<file path="src/rtl/nl_lights_pkg.sv">
// Shared types and default parameter values for the night-light sensor front-end.
package nl_lights_pkg;

  localparam int unsigned LIGHT_W             = 8;
  localparam int unsigned DARK_ON_LVL_DEF     = 40;
  localparam int unsigned DARK_OFF_LVL_DEF    = 60;
  localparam int unsigned HOLD_CYCLES_DEF     = 16;
  localparam int unsigned DEBOUNCE_CYCLES_DEF = 4;

  typedef enum logic [1:0] {
    IDLE,
    PRESS_WAIT,
    HELD,
    RELEASE_WAIT
  } debounce_state_t;

endpackage

</file>
<file path="src/rtl/nl_lights_sensor_frontend_if.sv">
// Raw sensor inputs and conditioned control bits of the sensor front-end.
interface nl_lights_sensor_frontend_if;
  import nl_lights_pkg::*;

  logic               light_val;
  logic [LIGHT_W-1:0] light_lvl;
  logic               pir;
  logic               button;
  logic               dark;
  logic               movement;
  logic               force_on;

  modport master (
    output light_val, light_lvl, pir, button,
    input  dark, movement, force_on
  );

  modport slave (
    input  light_val, light_lvl, pir, button,
    output dark, movement, force_on
  );

endinterface

</file>
<file path="src/rtl/nl_lights_debounce.sv">
// Push-button synchronizer and debounce FSM producing a toggling manual override.
module nl_lights_debounce
  import nl_lights_pkg::*;
#(
  parameter int unsigned DEBOUNCE_CYCLES = DEBOUNCE_CYCLES_DEF
) (
  input  logic clk,
  input  logic reset,
  input  logic i_button,
  output logic o_force_on
);

  localparam int unsigned DB_W = $clog2(DEBOUNCE_CYCLES + 1);
  localparam logic [DB_W-1:0] DB_LAST = DB_W'(DEBOUNCE_CYCLES - 1);

  logic            r_sync1;
  logic            r_bs;
  debounce_state_t r_state;
  debounce_state_t w_state_nx;
  logic [DB_W-1:0] r_db_cnt;
  logic [DB_W-1:0] w_db_cnt_nx;
  logic            w_toggle;
  logic            r_force_on;

  // State, counter, synchronizer and override registers
  always_ff @(posedge clk or posedge reset) begin
    if (reset) begin
      r_sync1    <= 1'b0;
      r_bs       <= 1'b0;
      r_state    <= IDLE;
      r_db_cnt   <= '0;
      r_force_on <= 1'b0;
    end else begin
      r_sync1    <= i_button;
      r_bs       <= r_sync1;
      r_state    <= w_state_nx;
      r_db_cnt   <= w_db_cnt_nx;
      r_force_on <= r_force_on ^ w_toggle;
    end
  end

  // Next state: a press or release must be stable for DEBOUNCE_CYCLES samples
  always_comb begin
    w_state_nx  = r_state;
    w_db_cnt_nx = r_db_cnt;
    w_toggle    = 1'b0;
    case (r_state)
      IDLE: begin
        if (r_bs) begin
          if (DEBOUNCE_CYCLES == 1) begin
            w_state_nx = HELD;
            w_toggle   = 1'b1;
          end else begin
            w_state_nx  = PRESS_WAIT;
            w_db_cnt_nx = DB_W'(1);
          end
        end
      end
      PRESS_WAIT: begin
        if (!r_bs) begin
          w_state_nx = IDLE;
        end else if (r_db_cnt == DB_LAST) begin
          w_state_nx = HELD;
          w_toggle   = 1'b1;
        end else begin
          w_db_cnt_nx = r_db_cnt + DB_W'(1);
        end
      end
      HELD: begin
        if (!r_bs) begin
          if (DEBOUNCE_CYCLES == 1) begin
            w_state_nx = IDLE;
          end else begin
            w_state_nx  = RELEASE_WAIT;
            w_db_cnt_nx = DB_W'(1);
          end
        end
      end
      RELEASE_WAIT: begin
        if (r_bs) begin
          w_state_nx = HELD;
        end else if (r_db_cnt == DB_LAST) begin
          w_state_nx = IDLE;
        end else begin
          w_db_cnt_nx = r_db_cnt + DB_W'(1);
        end
      end
      default: w_state_nx = IDLE;
    endcase
  end

  assign o_force_on = r_force_on;

endmodule

</file>
<file path="src/rtl/nl_lights_sensor_frontend.sv">
// Night-light sensor front-end: light hysteresis, PIR hold stretcher and button override.
module nl_lights_sensor_frontend
  import nl_lights_pkg::*;
#(
  parameter int unsigned DARK_ON_LVL     = DARK_ON_LVL_DEF,
  parameter int unsigned DARK_OFF_LVL    = DARK_OFF_LVL_DEF,
  parameter int unsigned HOLD_CYCLES     = HOLD_CYCLES_DEF,
  parameter int unsigned DEBOUNCE_CYCLES = DEBOUNCE_CYCLES_DEF
) (
  input logic                        clk,
  input logic                        reset,
  nl_lights_sensor_frontend_if.slave bus
);

  localparam int unsigned HOLD_W = $clog2(HOLD_CYCLES + 1);

  logic              r_dark;
  logic              w_dark_nx;
  logic [HOLD_W-1:0] r_hold_cnt;
  logic [HOLD_W-1:0] w_hold_nx;
  logic              r_movement;
  logic              w_force_on;

  // Hysteresis on valid light samples; levels between thresholds hold the flag
  always_comb begin
    w_dark_nx = r_dark;
    if (bus.light_val) begin
      if (bus.light_lvl <= LIGHT_W'(DARK_ON_LVL)) begin
        w_dark_nx = 1'b1;
      end else if (bus.light_lvl >= LIGHT_W'(DARK_OFF_LVL)) begin
        w_dark_nx = 1'b0;
      end
    end
  end

  // Retriggerable hold: PIR reloads, otherwise count down to zero and stop
  always_comb begin
    w_hold_nx = r_hold_cnt;
    if (bus.pir) begin
      w_hold_nx = HOLD_W'(HOLD_CYCLES);
    end else if (r_hold_cnt != '0) begin
      w_hold_nx = r_hold_cnt - HOLD_W'(1);
    end
  end

  always_ff @(posedge clk or posedge reset) begin
    if (reset) begin
      r_dark     <= 1'b0;
      r_hold_cnt <= '0;
      r_movement <= 1'b0;
    end else begin
      r_dark     <= w_dark_nx;
      r_hold_cnt <= w_hold_nx;
      r_movement <= (w_hold_nx != '0);
    end
  end

  nl_lights_debounce #(
    .DEBOUNCE_CYCLES(DEBOUNCE_CYCLES)
  ) u_debounce (
    .clk       (clk),
    .reset     (reset),
    .i_button  (bus.button),
    .o_force_on(w_force_on)
  );

  assign bus.dark     = r_dark;
  assign bus.movement = r_movement;
  assign bus.force_on = w_force_on;

endmodule

</file>
<file path="src/flat_wrapper.sv">
// flat-port wrapper written by rule: the top's interface ports become plain ports
module nl_lights_sensor_frontend_flat import nl_lights_pkg::*;
#(
  parameter int unsigned DARK_ON_LVL     = DARK_ON_LVL_DEF,
  parameter int unsigned DARK_OFF_LVL    = DARK_OFF_LVL_DEF,
  parameter int unsigned HOLD_CYCLES     = HOLD_CYCLES_DEF,
  parameter int unsigned DEBOUNCE_CYCLES = DEBOUNCE_CYCLES_DEF
)
  (clk, reset, bus_light_val, bus_light_lvl, bus_pir, bus_button, bus_dark, bus_movement, bus_force_on);
  nl_lights_sensor_frontend_if bus_i ();
  input logic clk;
  input logic reset;
  input wire logic [$bits(bus_i.light_val)-1:0] bus_light_val;
  input wire logic [$bits(bus_i.light_lvl)-1:0] bus_light_lvl;
  input wire logic [$bits(bus_i.pir)-1:0] bus_pir;
  input wire logic [$bits(bus_i.button)-1:0] bus_button;
  output wire logic [$bits(bus_i.dark)-1:0] bus_dark;
  output wire logic [$bits(bus_i.movement)-1:0] bus_movement;
  output wire logic [$bits(bus_i.force_on)-1:0] bus_force_on;
  assign bus_i.light_val = bus_light_val;
  assign bus_i.light_lvl = bus_light_lvl;
  assign bus_i.pir = bus_pir;
  assign bus_i.button = bus_button;
  assign bus_dark = bus_i.dark;
  assign bus_movement = bus_i.movement;
  assign bus_force_on = bus_i.force_on;
  nl_lights_sensor_frontend #(.DARK_ON_LVL(DARK_ON_LVL), .DARK_OFF_LVL(DARK_OFF_LVL), .HOLD_CYCLES(HOLD_CYCLES), .DEBOUNCE_CYCLES(DEBOUNCE_CYCLES)) u_core (.clk(clk), .reset(reset), .bus(bus_i));
endmodule
</file>
<file path="config.mk">
export PLATFORM = sky130hd
export DESIGN_NAME = nl_lights_sensor_frontend_flat
export DESIGN_NICKNAME = d
export VERILOG_FILES = /design/src/rtl/nl_lights_pkg.sv /design/src/rtl/nl_lights_sensor_frontend_if.sv /design/src/rtl/nl_lights_debounce.sv /design/src/rtl/nl_lights_sensor_frontend.sv /design/src/flat_wrapper.sv
export SDC_FILE = /design/constraint.sdc
export NUM_CORES = 1
export LEC_CHECK = 0
export ABC_AREA = 1
export CORE_MARGIN = 2
export CORE_UTILIZATION = 43
export CTS_BUF_LIST = sky130_fd_sc_hd__clkbuf_8
export CTS_CLUSTER_SIZE = 14
export DETAILED_ROUTE_END_ITERATION = 7
export PLACE_DENSITY = 0.7
export SKIP_CTS_REPAIR_TIMING = 1
export SYNTH_ARGS = -nofsm -noshare
export SYNTH_HDL_FRONTEND = slang
export SYNTH_SLANG_ARGS = --single-unit
</file>
<file path="constraint.sdc">
create_clock -name clk -period 1.8 [get_ports clk]
set_input_delay 0.45 -clock clk [delete_from_list [all_inputs] [get_ports clk]]
set_output_delay 0.45 -clock clk [all_outputs]
set_load 0.05 [all_outputs]
</file>
==> results of run 1 <==
through the flow:
step	worst slack, ns	total power [mW]	util
2_1_floorplan	0.4729	0.9563	-
3_3_place_gp	0.3961	1.082	0.5714
3_5_place_dp	0.3558	1.102	0.5714
4_1_cts	0.3437	1.378	0.6006
5_1_grt	0.2377	1.472	0.6006
6_report	0.3721	1.356	0.6006
cell families after synthesis:
group                    synth area share
AND/OR/NAND/NOR                    0.2753
flip-flops                         0.5226
buffers and inverters             0.06795
AO/OA/AOI/OAI                     0.05749
adder cells (fa/ha/maj)           0.05227
XOR/XNOR                          0.02439
critical path, cell delays in order (launching register included):
cell and delay (ns):
dfrtp_1 0.40, ha_1 0.21, ha_1 0.19, nand2_1 0.14, nand3_2 0.13, inv_2 0.09, nand2_2 0.05, nand2_1 0.05
o21ai_1 0.06
sequential cells by signal, summed over array words and instances, names as in the netlist, named ones only:
| register | flops |
|---|---|
| u_core.bus.dark | 1 |
| u_core.bus.movement | 1 |
| u_core.r_hold_cnt | 5 |
| u_core.u_debounce.o_force_on | 1 |
| u_core.u_debounce.r_bs | 1 |
| u_core.u_debounce.r_db_cnt | 3 |
| u_core.u_debounce.r_state | 1 |
| u_core.u_debounce.r_sync1 | 1 |
placed cells by master, fill, tap and decap left out, types with 2 or more instances in the layout:
master / instances
buf_4: 3
clkbuf_8: 3
clkdlybuf4s50_1: 12
dfrtp_1: 15
ha_1: 3
inv_1: 12
inv_2: 2
nand2_1: 21
nand3_1: 4
nand3_2: 3
nand4_1: 2
nor2_1: 3
o21ai_0: 4
o21ai_1: 2
xor2_1: 2
power by group through the flow:
stage / sequential (mW) / clock [mW] / combinational (mW)
floorplan: 0.599 / 0 / 0.357
global placement: 0.547 / 0 / 0.535
detailed placement: 0.550 / 0 / 0.553
CTS: 0.547 / 0.273 / 0.559
global route: 0.561 / 0.286 / 0.624
finish: 0.543 / 0.265 / 0.548
cell usage after synthesis:
library cell	instances	share of area
a21oi_1	1	0.0070
dfrtp_1	15	0.52
ha_1	3	0.052
inv_1	11	0.057
inv_2	2	0.010
nand2_1	21	0.11
nand2_2	1	0.0087
nand3_1	4	0.028
nand3_2	3	0.042
nand4_1	2	0.017
nor2_1	3	0.016
nor2_2	1	0.0087
nor2_4	1	0.016
nor3_1	1	0.0070
nor3_2	1	0.014
o21ai_0	4	0.028
o21ai_1	2	0.014
o22ai_1	1	0.0087
or2_1	1	0.0087
xor2_1	2	0.024
area by class of cell:
type,instances,area (um^2)
fillers,140,615.6
flip-flops and latches,15,375.4
multi-input cells,52,294.0
repair buffers,15,142.6
inverters,13,48.80
clock buffers,3,41.29
well taps,16,20.02
clock inverters,1,3.754
worst max-delay path by stage:
stage	startpoint	end	slack, ns	cells past startpoint
floorplan	u_core.u_debounce.r_db_cnt[0]$_DFFE_PP0P_	u_core.u_debounce.r_db_cnt[0]$_DFFE_PP0P_	0.47	8
global placement	bus_pir	u_core.bus.movement$_DFF_PP0_	0.40	6
detailed placement	u_core.u_debounce.r_db_cnt[0]$_DFFE_PP0P_	u_core.u_debounce.r_db_cnt[0]$_DFFE_PP0P_	0.36	8
CTS	u_core.u_debounce.r_db_cnt[0]$_DFFE_PP0P_	u_core.u_debounce.r_db_cnt[0]$_DFFE_PP0P_	0.34	8
global route	u_core.u_debounce.r_db_cnt[0]$_DFFE_PP0P_	u_core.u_debounce.r_db_cnt[0]$_DFFE_PP0P_	0.24	8
finish	u_core.u_debounce.r_db_cnt[0]$_DFFE_PP0P_	u_core.u_debounce.r_db_cnt[0]$_DFFE_PP0P_	0.37	8
metal layers:
metal | vias up | wire length (um) | share of wire
met4 | 0 | 0 | 0
li1 | 293 | - | -
met5 | - | 0 | 0
met2 | 12 | 632 | 0.52
met3 | 0 | 66 | 0.054
met1 | 252 | 528 | 0.43
==> flow_summary.ini, run 1 <==
[global_route]
grt.overflow.total = 0
grt_antenna_before_repair = 0
grt_pass1_vias = 556
grt_pass1_wl_mm = 2.283
grtUsageMet3 = 0.08400
met1_usage = 0.1875
grt_max_degree = 16
grtUsageMet2 = 0.2638
grt_use_total = 0.1588
grt-busiest-layer = met2

[cts]
cts_tree = yes
cts_root_buf = clkbuf_8
path_clk_slew_ns = 0.06
clock_latency_ns = 0.25
cts_buffer_depth = 2
cts_buffers = 3
clock-sinks = 15
htree_levels = 1

[power]
switching_share = 0.3982
p_comb_frac = 0.404
p_leak_nw = 0.4720
p_int_mw = 0.8160
seq_power_share = 0.401
ir_worst_vdd_mv = 0.7668
p_sw_mw = 0.5399
clkPwrFrac = 0.195
power_density_nw_per_um2 = 1464

[layout]
drive_gt1_frac = 0.1515
fin_nets = 116
areaGrowthSynthToFinish_pct = 28.92
diodes = 0
instances_no_fill = 115
stdcell_area_um2 = 925.9

[worst_setup_path]
timing.rr.end = u_core.u_debounce.r_db_cnt[0]$_DFFE_PP0P_
end_kind = flip-flop
worst-r2r-setup-slack_ns = 0.37
crit_fanout = 4
cp_data_arrival_time_ns = 1.56
required_ns = 1.93
r2r_cells = 8
r2r_start = u_core.u_debounce.r_db_cnt[0]$_DFFE_PP0P_
start_kind = flip-flop
worstSetupPathType = flip-flop to flip-flop

[floorplanning]
dieHeight_um = 44.87
coreArea_um2 = 1541
dieArea_um2 = 2013
io_pins = 16
die_x_um = 44.87
start_util = 0.4659
rows = 14

[timing]
hold_violations = 0
tns_ns = 0
period_share = 0.7933
max_clock_freq_ghz = 0.7003
period_minus_slack_ns = 1.428
clock_skew_ns = 0.002124
fin_hold_ws_ns = 0.3501
rsz0062_at_grt = false
setup_viol = 0
slew_headroom = 0.6305
tightest_slew_ns = 0.5537
finalMaxSlewViolations = 0

[worst_hold_path]
hold_class = flip-flop to flip-flop
min-delay-start = u_core.u_debounce.r_sync1$_DFF_PP0_
hold_path_depth = 0
min_to = u_core.u_debounce.r_bs$_DFF_PP0_

[placed_design]
gp_congestion = 0.8030
placed_cell_area_um2 = 880.8
io_buffers = 15
dp.cells = 111
post-dp-hpwl_um = 968

[synth]
synth-seq-cells = 15
syn-num-nets = 96
syn_area_um2 = 718.2
synth.distinct_cells = 20
syn_inst = 80
yosysWarnings = 0
syn_area_per_cell_um2 = 8.977
synth-seq-area-share = 0.5226

[detailed_routing]
drt_first_pass_iters = 3
avgRoutedWirePerCell_um = 10.66
vias = 557
ant_nets = 0
drt_iter0_markers = 3
drc = 0
viasPerCell = 4.843
drt_wl_total_mm = 1.226

[outcome]
outcome = complete, no violations

[job]
maxCapViolations = 0
No activity file was read; power rests on OpenSTA's default activity.
==> inputs of run 2 (changes only) <==
Clock period 1.8 ns to 1.4 ns, I/O delays scaled along.
==> run 2 against run 1 <==
  * Flip-flop and latch count is the same
  * Routed wire length rose by 2.6%
  * Non-clock buffer count increased by 3
  * Clock skew up 0.0019 ns
  * Worst setup slack worse by 0.29 ns
  * Worst hold slack improved by 0.0013 ns
  * Critical path type unchanged
  * Largest cell class unchanged
==> flow_summary.ini, run 2 (same netlist as run 1, synthesis figures left out) <==
[worst_hold_path]
hold_path_depth = 0
min-delay-start = u_core.u_debounce.r_sync1$_DFF_PP0_
hold_class = flip-flop to flip-flop
min_to = u_core.u_debounce.r_bs$_DFF_PP0_

[placed_design]
io_buffers = 15
gp_congestion = 0.8285
post-dp-hpwl_mm = 1.019
preCtsSetupSlack_ns = 0.02878
placed_cell_area_um2 = 940.9

[layout]
fin_nets = 119
fin_util = 0.6477
drive_gt1_frac = 0.1961
largest_register = u_core.r_hold_cnt
largest_register_ffs = 5
diodes = 0
final-seq-area_um2 = 375.4
fillCellCount = 134
mostFrequentLayoutCell = nand2_1
stdcell_area_um2 = 998.5
multi_input_area_um2 = 306.5
final_cell_mix = nand2_1, dfrtp_1, inv_1, clkdlybuf4s50_1
areaGrowthSynthToFinish_pct = 39.02
largestRegisters = u_core.r_hold_cnt x5, u_core.u_debounce.r_db_cnt x3

[global_route]
grt.overflow.total = 0
met1_usage = 0.2005
grt_pass1_vias = 540
grt-busiest-layer = met2
grt_use_total = 0.1682
grtUsageMet2 = 0.2609
grtUsageMet3 = 0.08000
grt_max_degree = 16
grt_pass1_wl_mm = 2.311
grt_antenna_before_repair = 0

[worst_setup_path]
worst-r2r-setup-slack_ns = 0.08
r2r_start = u_core.u_debounce.r_db_cnt[0]$_DFFE_PP0P_
slowest_delay_ns = 0.40
cp_data_arrival_time_ns = 1.46
end_kind = flip-flop
r2r_cells = 8
timing.rr.end = u_core.u_debounce.r_db_cnt[0]$_DFFE_PP0P_
required_ns = 1.53
cpMaxStageDelayCell = dfrtp_1
crit_fanout = 4
path_cells = ha_1 > ha_1 > nand2_2 > nand3_4 > inv_2 > nand2_2 > nand2_1 > o21ai_1
start_kind = flip-flop
worstSetupPathType = flip-flop to flip-flop

[timing]
tightest_slew_ns = 0.1924
setup_ws_ns = 0.07714
max_clock_freq_ghz = 0.7559
rsz0062_at_grt = false
tns_ns = 0
slew_headroom = 0.8717
setup_viol = 0
hold_violations = 0
clock_skew_ns = 0.004017
period_share = 0.9449
finalMaxSlewViolations = 0
period_minus_slack_ns = 1.323

[outcome]
outcome = complete, no violations

[cts]
cts_tree = yes
path_clk_slew_ns = 0.06
clock-sinks = 15
htree_levels = 1
cts_buffers = 3
clock_latency_ns = 0.25
cts_root_buf = clkbuf_8
cts_buffer_depth = 2

[power]
p_leak_nw = 0.5004
power_density_nw_per_um2 = 1864
ir_worst_vdd_mv = 1.171

[detailed_routing]
drt_wl_total_mm = 1.258
avgRoutedWirePerCell_um = 10.66
drt_first_pass_iters = 3
drc = 0
drt_iter0_markers = 7
viasPerCell = 4.847
ant_nets = 0
vias = 572

[job]
maxCapViolations = 0

[floorplanning]
coreArea_um2 = 1541
rows = 14
dieArea_um2 = 2013
io_pins = 16
start_util = 0.4659
dieHeight_um = 44.87
die_x_um = 44.87
run 2: power by group:
| part | switching [mW] | leakage [nW] | internal (mW) |
|---|---|---|---|
| registers | 0.130 | 0.181 | 0.585 |
| logic | 0.446 | 0.293 | 0.363 |
| clock network | 0.144 | 0.0269 | 0.194 |
| total | 0.720 | 0.500 | 1.14 |
run 2: routing by layer:
| layer | share of wire | vias to the layer above | wire, um |
|---|---|---|---|
| li1 | - | 300 | - |
| met1 | 0.45 | 263 | 562 |
| met2 | 0.49 | 7 | 621 |
| met3 | 0.045 | 2 | 57 |
| met4 | 0.014 | 0 | 17 |
| met5 | 0 | - | 0 |
run 2: layout make-up:
cell class | instances | area share
sequential | 15 | 0.3759
multi-input combinational | 52 | 0.3070
timing repair buffer | 18 | 0.2030
inverter | 13 | 0.04887
clock buffer | 3 | 0.04135
tap | 16 | 0.02005
clock inverter | 1 | 0.003759
run 2: how the worst max path moves through the flow:
stage,from,endpoint,depth (start not counted)
after CTS,u_core.u_debounce.r_db_cnt[0]$_DFFE_PP0P_,u_core.u_debounce.r_db_cnt[0]$_DFFE_PP0P_,8
final,u_core.u_debounce.r_db_cnt[0]$_DFFE_PP0P_,u_core.u_debounce.r_db_cnt[0]$_DFFE_PP0P_,8
after floorplan,u_core.u_debounce.r_db_cnt[0]$_DFFE_PP0P_,u_core.u_debounce.r_db_cnt[0]$_DFFE_PP0P_,8
after global routing,u_core.u_debounce.r_db_cnt[0]$_DFFE_PP0P_,u_core.u_debounce.r_db_cnt[0]$_DFFE_PP0P_,8
after global placement,bus_pir,u_core.bus.movement$_DFF_PP0_,6
after detailed placement,u_core.u_debounce.r_db_cnt[0]$_DFFE_PP0P_,u_core.u_debounce.r_db_cnt[0]$_DFFE_PP0P_,8
run 2: metrics by stage:
| step | std cells | power [mW] | hold WS [ns] |
|---|---|---|---|
| floorplan | 80 | 1.230 | 0.2515 |
| global placement | 114 | 1.480 | 0.3343 |
| detailed placement | 114 | 1.515 | 0.3484 |
| CTS | 118 | 1.865 | 0.3569 |
| global route | 118 | 2.020 | 0.3722 |
| finish | 118 | 1.862 | 0.3514 |
run 2: critical path, delay by kind of cell, from the launching register on:
kind            cells  cell delay [ns]
buf+inv             1             0.08
compound gates      1             0.06
fa+ha+maj           2             0.41
simple gates        4             0.27
flops               1             0.40
